**src/rtl/mem_block_mover_if.sv**
```systemverilog
// Memory bus between the block mover (initiator) and data_memory (target).
interface mem_block_mover_if #(
  parameter int unsigned ADDR_W = 8,
  parameter int unsigned DATA_W = 8
);
  logic              Mem_read;
  logic              Mem_write;
  logic [ADDR_W-1:0] address;
  logic [DATA_W-1:0] write_data;
  logic [DATA_W-1:0] read_data;

  modport master (
    output Mem_read,
    output Mem_write,
    output address,
    output write_data,
    input  read_data
  );

  modport slave (
    input  Mem_read,
    input  Mem_write,
    input  address,
    input  write_data,
    output read_data
  );
endinterface

```
**src/rtl/mem_block_mover.sv**
```systemverilog
// Block COPY/FILL engine driving data_memory; accumulates a wrapping checksum of written words.
module mem_block_mover #(
  parameter int unsigned ADDR_W = 8,
  parameter int unsigned DATA_W = 8,
  parameter int unsigned LEN_W  = 9
) (
  input  logic              clk,
  input  logic              reset,
  input  logic              start,
  input  logic              mode,
  input  logic [ADDR_W-1:0] src_addr,
  input  logic [ADDR_W-1:0] dst_addr,
  input  logic [LEN_W-1:0]  len,
  input  logic [DATA_W-1:0] fill_value,
  mem_block_mover_if.master mem,
  output logic              busy,
  output logic              done,
  output logic [DATA_W-1:0] checksum,
  output logic [LEN_W-1:0]  words_done
);

  typedef enum logic [2:0] {StIdle, StRead, StWrite, StFillW, StFin} state_e;

  state_e            state_q, state_d;
  logic [ADDR_W-1:0] src_q, src_d;
  logic [ADDR_W-1:0] dst_q, dst_d;
  logic [LEN_W-1:0]  len_q, len_d;
  logic [DATA_W-1:0] fill_q, fill_d;
  // cnt_q is both the word index k and the words-written count.
  logic [LEN_W-1:0]  cnt_q, cnt_d;
  logic [DATA_W-1:0] sum_q, sum_d;

  logic [LEN_W-1:0]  cnt_inc;
  logic [ADDR_W-1:0] offs;

  assign cnt_inc = cnt_q + LEN_W'(1);
  // Address arithmetic wraps modulo 2**ADDR_W.
  assign offs    = ADDR_W'(cnt_q);

  // Next-state: command latch, word counter and checksum accumulation.
  always_comb begin
    state_d = state_q;
    src_d   = src_q;
    dst_d   = dst_q;
    len_d   = len_q;
    fill_d  = fill_q;
    cnt_d   = cnt_q;
    sum_d   = sum_q;
    unique case (state_q)
      StIdle: begin
        if (start) begin
          src_d  = src_addr;
          dst_d  = dst_addr;
          len_d  = len;
          fill_d = fill_value;
          cnt_d  = '0;
          sum_d  = '0;
          if (len == '0) begin
            state_d = StFin;
          end else if (mode) begin
            state_d = StFillW;
          end else begin
            state_d = StRead;
          end
        end
      end
      StRead: begin
        state_d = StWrite;
      end
      StWrite: begin
        sum_d   = sum_q + mem.read_data;
        cnt_d   = cnt_inc;
        state_d = (cnt_inc == len_q) ? StFin : StRead;
      end
      StFillW: begin
        sum_d   = sum_q + fill_q;
        cnt_d   = cnt_inc;
        state_d = (cnt_inc == len_q) ? StFin : StFillW;
      end
      StFin: begin
        state_d = StIdle;
      end
      default: begin
        state_d = StIdle;
      end
    endcase
  end

  // Bus strobes and status decoded from state and registered counters only.
  always_comb begin
    mem.Mem_read   = 1'b0;
    mem.Mem_write  = 1'b0;
    mem.address    = '0;
    mem.write_data = '0;
    busy           = 1'b0;
    done           = 1'b0;
    unique case (state_q)
      StRead: begin
        busy         = 1'b1;
        mem.Mem_read = 1'b1;
        mem.address  = src_q + offs;
      end
      StWrite: begin
        busy           = 1'b1;
        mem.Mem_write  = 1'b1;
        mem.address    = dst_q + offs;
        mem.write_data = mem.read_data;
      end
      StFillW: begin
        busy           = 1'b1;
        mem.Mem_write  = 1'b1;
        mem.address    = dst_q + offs;
        mem.write_data = fill_q;
      end
      StFin: begin
        done = 1'b1;
      end
      default: begin
        busy = 1'b0;
      end
    endcase
  end

  assign checksum   = sum_q;
  assign words_done = cnt_q;

  // State and datapath registers with synchronous reset.
  always_ff @(posedge clk) begin
    if (reset) begin
      state_q <= StIdle;
      src_q   <= '0;
      dst_q   <= '0;
      len_q   <= '0;
      fill_q  <= '0;
      cnt_q   <= '0;
      sum_q   <= '0;
    end else begin
      state_q <= state_d;
      src_q   <= src_d;
      dst_q   <= dst_d;
      len_q   <= len_d;
      fill_q  <= fill_d;
      cnt_q   <= cnt_d;
      sum_q   <= sum_d;
    end
  end

endmodule

```
**src/flat_wrapper.sv**
```systemverilog
// flat-port wrapper written by rule: the top's interface ports become plain ports
module mem_block_mover_flat 
#(
  parameter int unsigned ADDR_W = 8,
  parameter int unsigned DATA_W = 8,
  parameter int unsigned LEN_W  = 9
)
  (clk, reset, start, mode, src_addr, dst_addr, len, fill_value, busy, done, checksum, words_done, mem_Mem_read, mem_Mem_write, mem_address, mem_write_data, mem_read_data);
  mem_block_mover_if #(.ADDR_W(ADDR_W), .DATA_W(DATA_W)) mem_i ();
  input  logic clk;
  input  logic reset;
  input  logic start;
  input  logic mode;
  input  logic [ADDR_W-1:0] src_addr;
  input  logic [ADDR_W-1:0] dst_addr;
  input  logic [LEN_W-1:0] len;
  input  logic [DATA_W-1:0] fill_value;
  output logic busy;
  output logic done;
  output logic [DATA_W-1:0] checksum;
  output logic [LEN_W-1:0] words_done;
  output wire logic [$bits(mem_i.Mem_read)-1:0] mem_Mem_read;
  output wire logic [$bits(mem_i.Mem_write)-1:0] mem_Mem_write;
  output wire logic [$bits(mem_i.address)-1:0] mem_address;
  output wire logic [$bits(mem_i.write_data)-1:0] mem_write_data;
  input wire logic [$bits(mem_i.read_data)-1:0] mem_read_data;
  assign mem_Mem_read = mem_i.Mem_read;
  assign mem_Mem_write = mem_i.Mem_write;
  assign mem_address = mem_i.address;
  assign mem_write_data = mem_i.write_data;
  assign mem_i.read_data = mem_read_data;
  mem_block_mover #(.ADDR_W(ADDR_W), .DATA_W(DATA_W), .LEN_W(LEN_W)) u_core (.clk(clk), .reset(reset), .start(start), .mode(mode), .src_addr(src_addr), .dst_addr(dst_addr), .len(len), .fill_value(fill_value), .mem(mem_i), .busy(busy), .done(done), .checksum(checksum), .words_done(words_done));
endmodule
```
**config.mk**
```make
export PLATFORM = sky130hd
export DESIGN_NAME = mem_block_mover_flat
export DESIGN_NICKNAME = d
export VERILOG_FILES = /design/src/rtl/mem_block_mover_if.sv /design/src/rtl/mem_block_mover.sv /design/src/flat_wrapper.sv
export SDC_FILE = /design/constraint.sdc
export NUM_CORES = 1
export LEC_CHECK = 0
export ABC_AREA = 1
export CAP_MARGIN = 5
export CORE_MARGIN = 5
export CORE_UTILIZATION = 45
export DETAILED_ROUTE_END_ITERATION = 8
export PLACE_DENSITY = 0.78
export SETUP_SLACK_MARGIN = 0.4
export SLEW_MARGIN = 25
export SYNTH_ARGS = -nofsm -noshare
export SYNTH_HDL_FRONTEND = slang
export SYNTH_SLANG_ARGS = --single-unit
```
**constraint.sdc**
```tcl
create_clock -name clk -period 2.86 [get_ports clk]
set_input_delay 0.858 -clock clk [delete_from_list [all_inputs] [get_ports clk]]
set_output_delay 0.858 -clock clk [all_outputs]
set_load 0.05 [all_outputs]
```
== Word level (Yosys, flattened, before mapping) ==
Cells that the tools add are included.

* Bits in registers: 53
* Input port bits: 45
* Output and inout port bits: 37
* Logic and storage cells: 43

* Add/sub/neg operators: 5
* Equality and inequality tests: 6
* Muxes and demuxes: 16
* Reduce and logical (&&, ||, !) cells: 9

{| class="wikitable"
|+ Operator list
! operator !! count
|-
| 8-bit adder || 4
|-
| 8-bit case mux with 2 select lines || 2
|-
| 8-bit case mux with 3 select lines || 1
|-
| 9-bit case mux with 2 select lines || 1
|-
| 3-bit two-way mux || 4
|-
| 3-bit case mux with 4 select lines || 1
|-
| 9-bit by 1-bit adder with 9-bit output (second input constant) || 1
|-
| 9-bit equality test || 1
|-
| 9-bit logical NOT || 1
|-
| 9-bit two-way mux || 1
|-
| 8-bit two-way mux || 1
|-
| 3-bit by 2-bit equality test with 1-bit output (second input constant) || 2
|-
| 2-bit AND reduction || 3
|-
| 1-bit two-way mux || 4
|-
| 3-bit by 1-bit equality test with 1-bit output (second input constant) || 1
|-
| 3-bit equality test (second input constant) || 1
|-
| 3-bit logical NOT || 1
|-
| 3-bit nonzero test || 1
|-
| 3-bit OR reduction || 1
|-
| 2-bit two-way mux || 1
|-
| 2-bit != test (second input constant) || 1
|-
| 2-bit nonzero test || 1
|-
| 2-bit OR reduction || 1
|}

== Longest topological paths before layout ==
* Depth in word-level cells: 4
* Gate-level depth with buffers: 19
* Gate-level depth less buffers: 18

== Worst setup path before layout ==
OpenSTA, ideal clock, no wires.

* Path type: register to output
* Start point: reg u_core.state_q[1]
* End point: out mem_address[6]
* Data arrival time: 2,997 ps
* Data required time: 2,002 ps
* Setup slack: -995 ps
* Stages on the path, launching flop included: 18
* Path buffers: 2
* Path through: dfxtp_1 > inv_1 > nor2_2 > buf_4 > buf_2 > nand2_1 > o21ai_0 > ha_1 > inv_1 > fa_1 > nor2_1 > o21ai_0 > nand2_1 > nand2_1 > nand2_1 > a21oi_1 > xor2_1 > nor2_1

* Longest elaborated chain between the ends: 3
* Elaborated cells between the ends (all ways): 5
* Those cells by class: 3 x eq/ne; 1 x mux; 1 x reduce/logical

{| class="wikitable"
|+ Ends and longest elaborated chain
! item !! RTL line !! RTL
|-
| from (decl) || mem_block_mover.sv:24 || <nowiki>state_e state_q, state_d;</nowiki>
|-
| from (signal assigned) || mem_block_mover.sv:130 || <nowiki>state_q <= StIdle;</nowiki>
|-
| from (signal assigned) || mem_block_mover.sv:138 || <nowiki>state_q <= state_d;</nowiki>
|-
| 3-bit by 2-bit equality test with 1-bit output || mem_block_mover.sv:97 || <nowiki>unique case (state_q)</nowiki>
|-
| 2-bit OR reduction (no line) || - ||
|-
| 8-bit case mux with 2 select lines (*) || mem_block_mover.sv:97 ||
|-
| to (decl) || flat_wrapper.sv:24 || <nowiki>output wire logic [$bits(mem_i.address)-1:0] mem_address;</nowiki>
|}

Every way passes the cells marked *; elsewhere a longest branch is shown, timed or not.

== Worst setup path after layout ==
Ends and elaborated chain as after synthesis.

==> impl_metrics.json <==
{
  "core_sq_um": 6832,
  "leakage_nw": 2.204,
  "layout_common_cells": "nand2_1, a21oi_1, inv_1, dfxtp_1, clkdlybuf4s50_1",
  "worst_hold_slack_ns": 0.4692,
  "p_seq_frac": 0.307,
  "hpwlAfterDp_um": 7686,
  "r2r_setup_slack_ns": 0.46,
  "regArea_sq_um": 1064,
  "grt_pass1_vias": 3635,
  "crit_chain": "inv_2, nor2_4, nand2_1, o21ai_1, ha_2, inv_2, fa_2, nor2_2, o21ai_2, nand2_1, nand2_1, nand2_1, a21oi_2, xor2_2, nor2_4, buf_12",
  "antenna_found_initial": 0,
  "synth-simple-area-share": 0.2719,
  "clock_skew_ns": 0.01442,
  "fp-row-count": 30,
  "drtAntennaViolNets": 0,
  "nets": 660,
  "synth_xor_xnor_area_share": 0.02210,
  "grt.overflow.total": 0,
  "synth_cell_types": 28,
  "synth_seq_cells": 53,
  "clock_latency_ns": 0.33,
  "cp.arrival_ns": 2.65,
  "cts-buffers-inserted": 5,
  "fin_crit_sh": 1.228,
  "grt_pass1_wl_um": 17130,
  "timing_worst_setup_path_type": "reg -> out",
  "peakVddDrop_uv": 375.0,
  "required_ns": 2.00,
  "cp_top_family": "simple AND/OR/NAND/NOR gates",
  "clkSlewWorstSetupHoldPaths_ns": 0.11,
  "r2r-start": "u_core.state_q[2]",
  "vias": 3733,
  "reg2reg_depth": 20,
  "dp_slack_ns": -0.2517,
  "critPathMostFrequentCell": "nand2_1",
  "intPower_mw": 1.650,
  "synth_top_family_by_area": "simple AND/OR/NAND/NOR gates",
  "hold_class": "reg -> reg",
  "area_growth_pct": 60.62,
  "cts-root-buf": "clkbuf_8",
  "status": "complete, but fails checks",
  "nFillCells": 502,
  "switching_power_mw": 1.245,
  "drc_errors": 0,
  "setup_ws_ns": -0.6508,
  "final_common_cell": "nand2_1",
  "slew-limit-headroom": 0.6560,
  "grt_setup_unrepaired": "yes",
  "setup_tns_ns": -2.834,
  "netlist_area_sq_um": 3171,
  "slew_viol_final": 0,
  "cts_tree": "yes",
  "antenna_cells": 0,
  "fin_crit_ns": 3.511,
  "place_congestion": 0.8791,
  "drive_gt1_frac": 0.2755,
  "die_h_um": 93.94,
  "hp-start": "u_core.fill_q[3]",
  "clockPowerShare": 0.166,
  "crit_start": "u_core.state_q[1]",
  "final-setup-viol-count": 7,
  "syn-num-nets": 543,
  "routed_via_density": 5.371,
  "wl_um": 11290,
  "cpPeakStageDelay_ns": 0.36,
  "min_path_cells": 2,
  "holdPathEnd": "u_core.fill_q[3]",
  "ys_warn_count": 0,
  "drt_pass1_iterations": 5,
  "clk_path_buf_depth": 2,
  "max_freq_mhz": 284.8,
  "yosysSeqAreaShare": 0.3346,
  "power_per_cell_area_nw_per_um2": 568.5,
  "post_synth_mux_area_share": 0,
  "io_pins": 82,
  "htree_num_levels": 2,
  "crit_slowest_cell": "fa_2",
  "grt_start_max_net_pins": 41,
  "switching_share": 0.4300,
  "end_kind": "output pin",
  "dieArea_sq_um": 8825,
  "track_usage": 0.2450,
  "violations": "setup timing",
  "power_frac_comb": 0.526,
  "wl_per_cell_um": 16.25,
  "start_util": 0.4641,
  "multi_input_area_sq_um": 2142,
  "r2r-end": "u_core.checksum[6]",
  "cp_max_fo": 5,
  "worstMarginPinSlew_ns": 0.5144,
  "post_synth_inst_count": 481,
  "path_buf_inv": 3,
  "hold_viol": 0,
  "drt_iter0_drc": 283,
  "drv_cap": 0,
  "clock-sinks": 53,
  "portBuffers": 81,
  "worstSetupStartpointType": "register",
  "die_w_um": 93.94,
  "syn_area_per_cell_sq_um": 6.592,
  "yosys.area_share.adder": 0.07182,
  "synth_compound_area_frac": 0.1938
}
[repair_timing]
item,4_1_cts,5_1_grt
setup endpoints to repair,30,26
cloned,1,0
resized for setup,46,64
hold buffers,0,0
buffers inserted,11,10
pin swaps,22,38
[layout make-up]
type / count / share of cell area
sequential: 53 / 0.2088
clock buffer: 5 / 0.01351
clock inverter: 3 / 0.005651
multi-input combinational: 344 / 0.4206
tap: 96 / 0.02359
inverter: 64 / 0.04840
timing repair buffer: 130 / 0.2794
[cells in the mapped netlist (all sizes together)]
library cell  instances  area, sq um
a21oi                68        340.3
and3                  1        6.260
buf                  11        61.30
clkbuf                9        33.78
dfxtp                53         1061
fa                    2        40.04
ha                   15        187.7
inv                  64        240.2
nand2               112        430.4
nand3                44        220.2
nand4                 2        12.51
nor2                 36        167.7
nor4                  1        6.260
o211ai                2        15.01
o21ai                47        239.0
o21bai                1        7.510
o22ai                 2        12.51
or2                   3        18.77
xnor2                 2        17.52
xor2                  6        52.55
[cell families after synthesis]
kind of cell    count (synthesis)
compound gates                120
xor+xnor                        8
fa+ha+maj                      17
buf+inv                        84
flops                          53
simple gates                  199
[stage by stage]
step | utilization | cells | total power, mW | area, sq um
final | 0.7454 | 695 | 2.895 | 5092
after global placement | 0.6553 | 665 | 2.126 | 4477
after CTS | 0.7031 | 685 | 2.738 | 4803
after detailed placement | 0.6553 | 665 | 2.163 | 4477
after floorplan | - | 481 | 1.692 | 3289
after global routing | 0.7454 | 695 | 3.022 | 5092
[worst reg2reg max path: cells and delay by family, from the launching register on]
family	cells	cell delay, ns
AOI/OAI and AO/OA	3	0.18
adders and majority gates	2	0.57
buffers and inverters	5	0.43
DFF	1	0.35
and+or+nand+nor	10	0.74
[flip-flops by register name, indices dropped and copies added, names as in the netlist]
signal	flops
u_core.len_q	9
u_core.words_done	9
u_core.checksum	8
u_core.dst_q	8
u_core.fill_q	8
u_core.src_q	8
u_core.state_q	3
[how the worst max path moves through the flow]
stage | end | slack [ns] | cells past startpoint
after floorplan | mem_address[6] | -0.35 | 17
after global routing | mem_address[6] | -0.83 | 16
after global placement | mem_address[6] | -0.13 | 16
after detailed placement | mem_address[6] | -0.25 | 16
final | mem_address[6] | -0.65 | 16
after CTS | mem_address[6] | -0.52 | 16
[routing by layer]
metal	vias up	wire length, um	part of all wire	global-route usage
met5	-	0	0	0
met4	0	330	0.029	0.09747
met3	29	715	0.063	0.04087
met2	164	5786	0.51	0.4293
met1	1744	4459	0.39	0.2963
li1	1796	-	-	-
[power groups by stage]
stage          Sequential, mW  Clock (mW)  Combinational (mW)
6_report                0.889       0.482                1.52
5_1_grt                 0.897       0.504                1.62
4_1_cts                 0.882       0.476                1.38
3_5_place_dp            0.899           0                1.26
3_3_place_gp            0.895           0                1.23
2_1_floorplan           0.952           0               0.740
(Power assumes the default switching activity.)
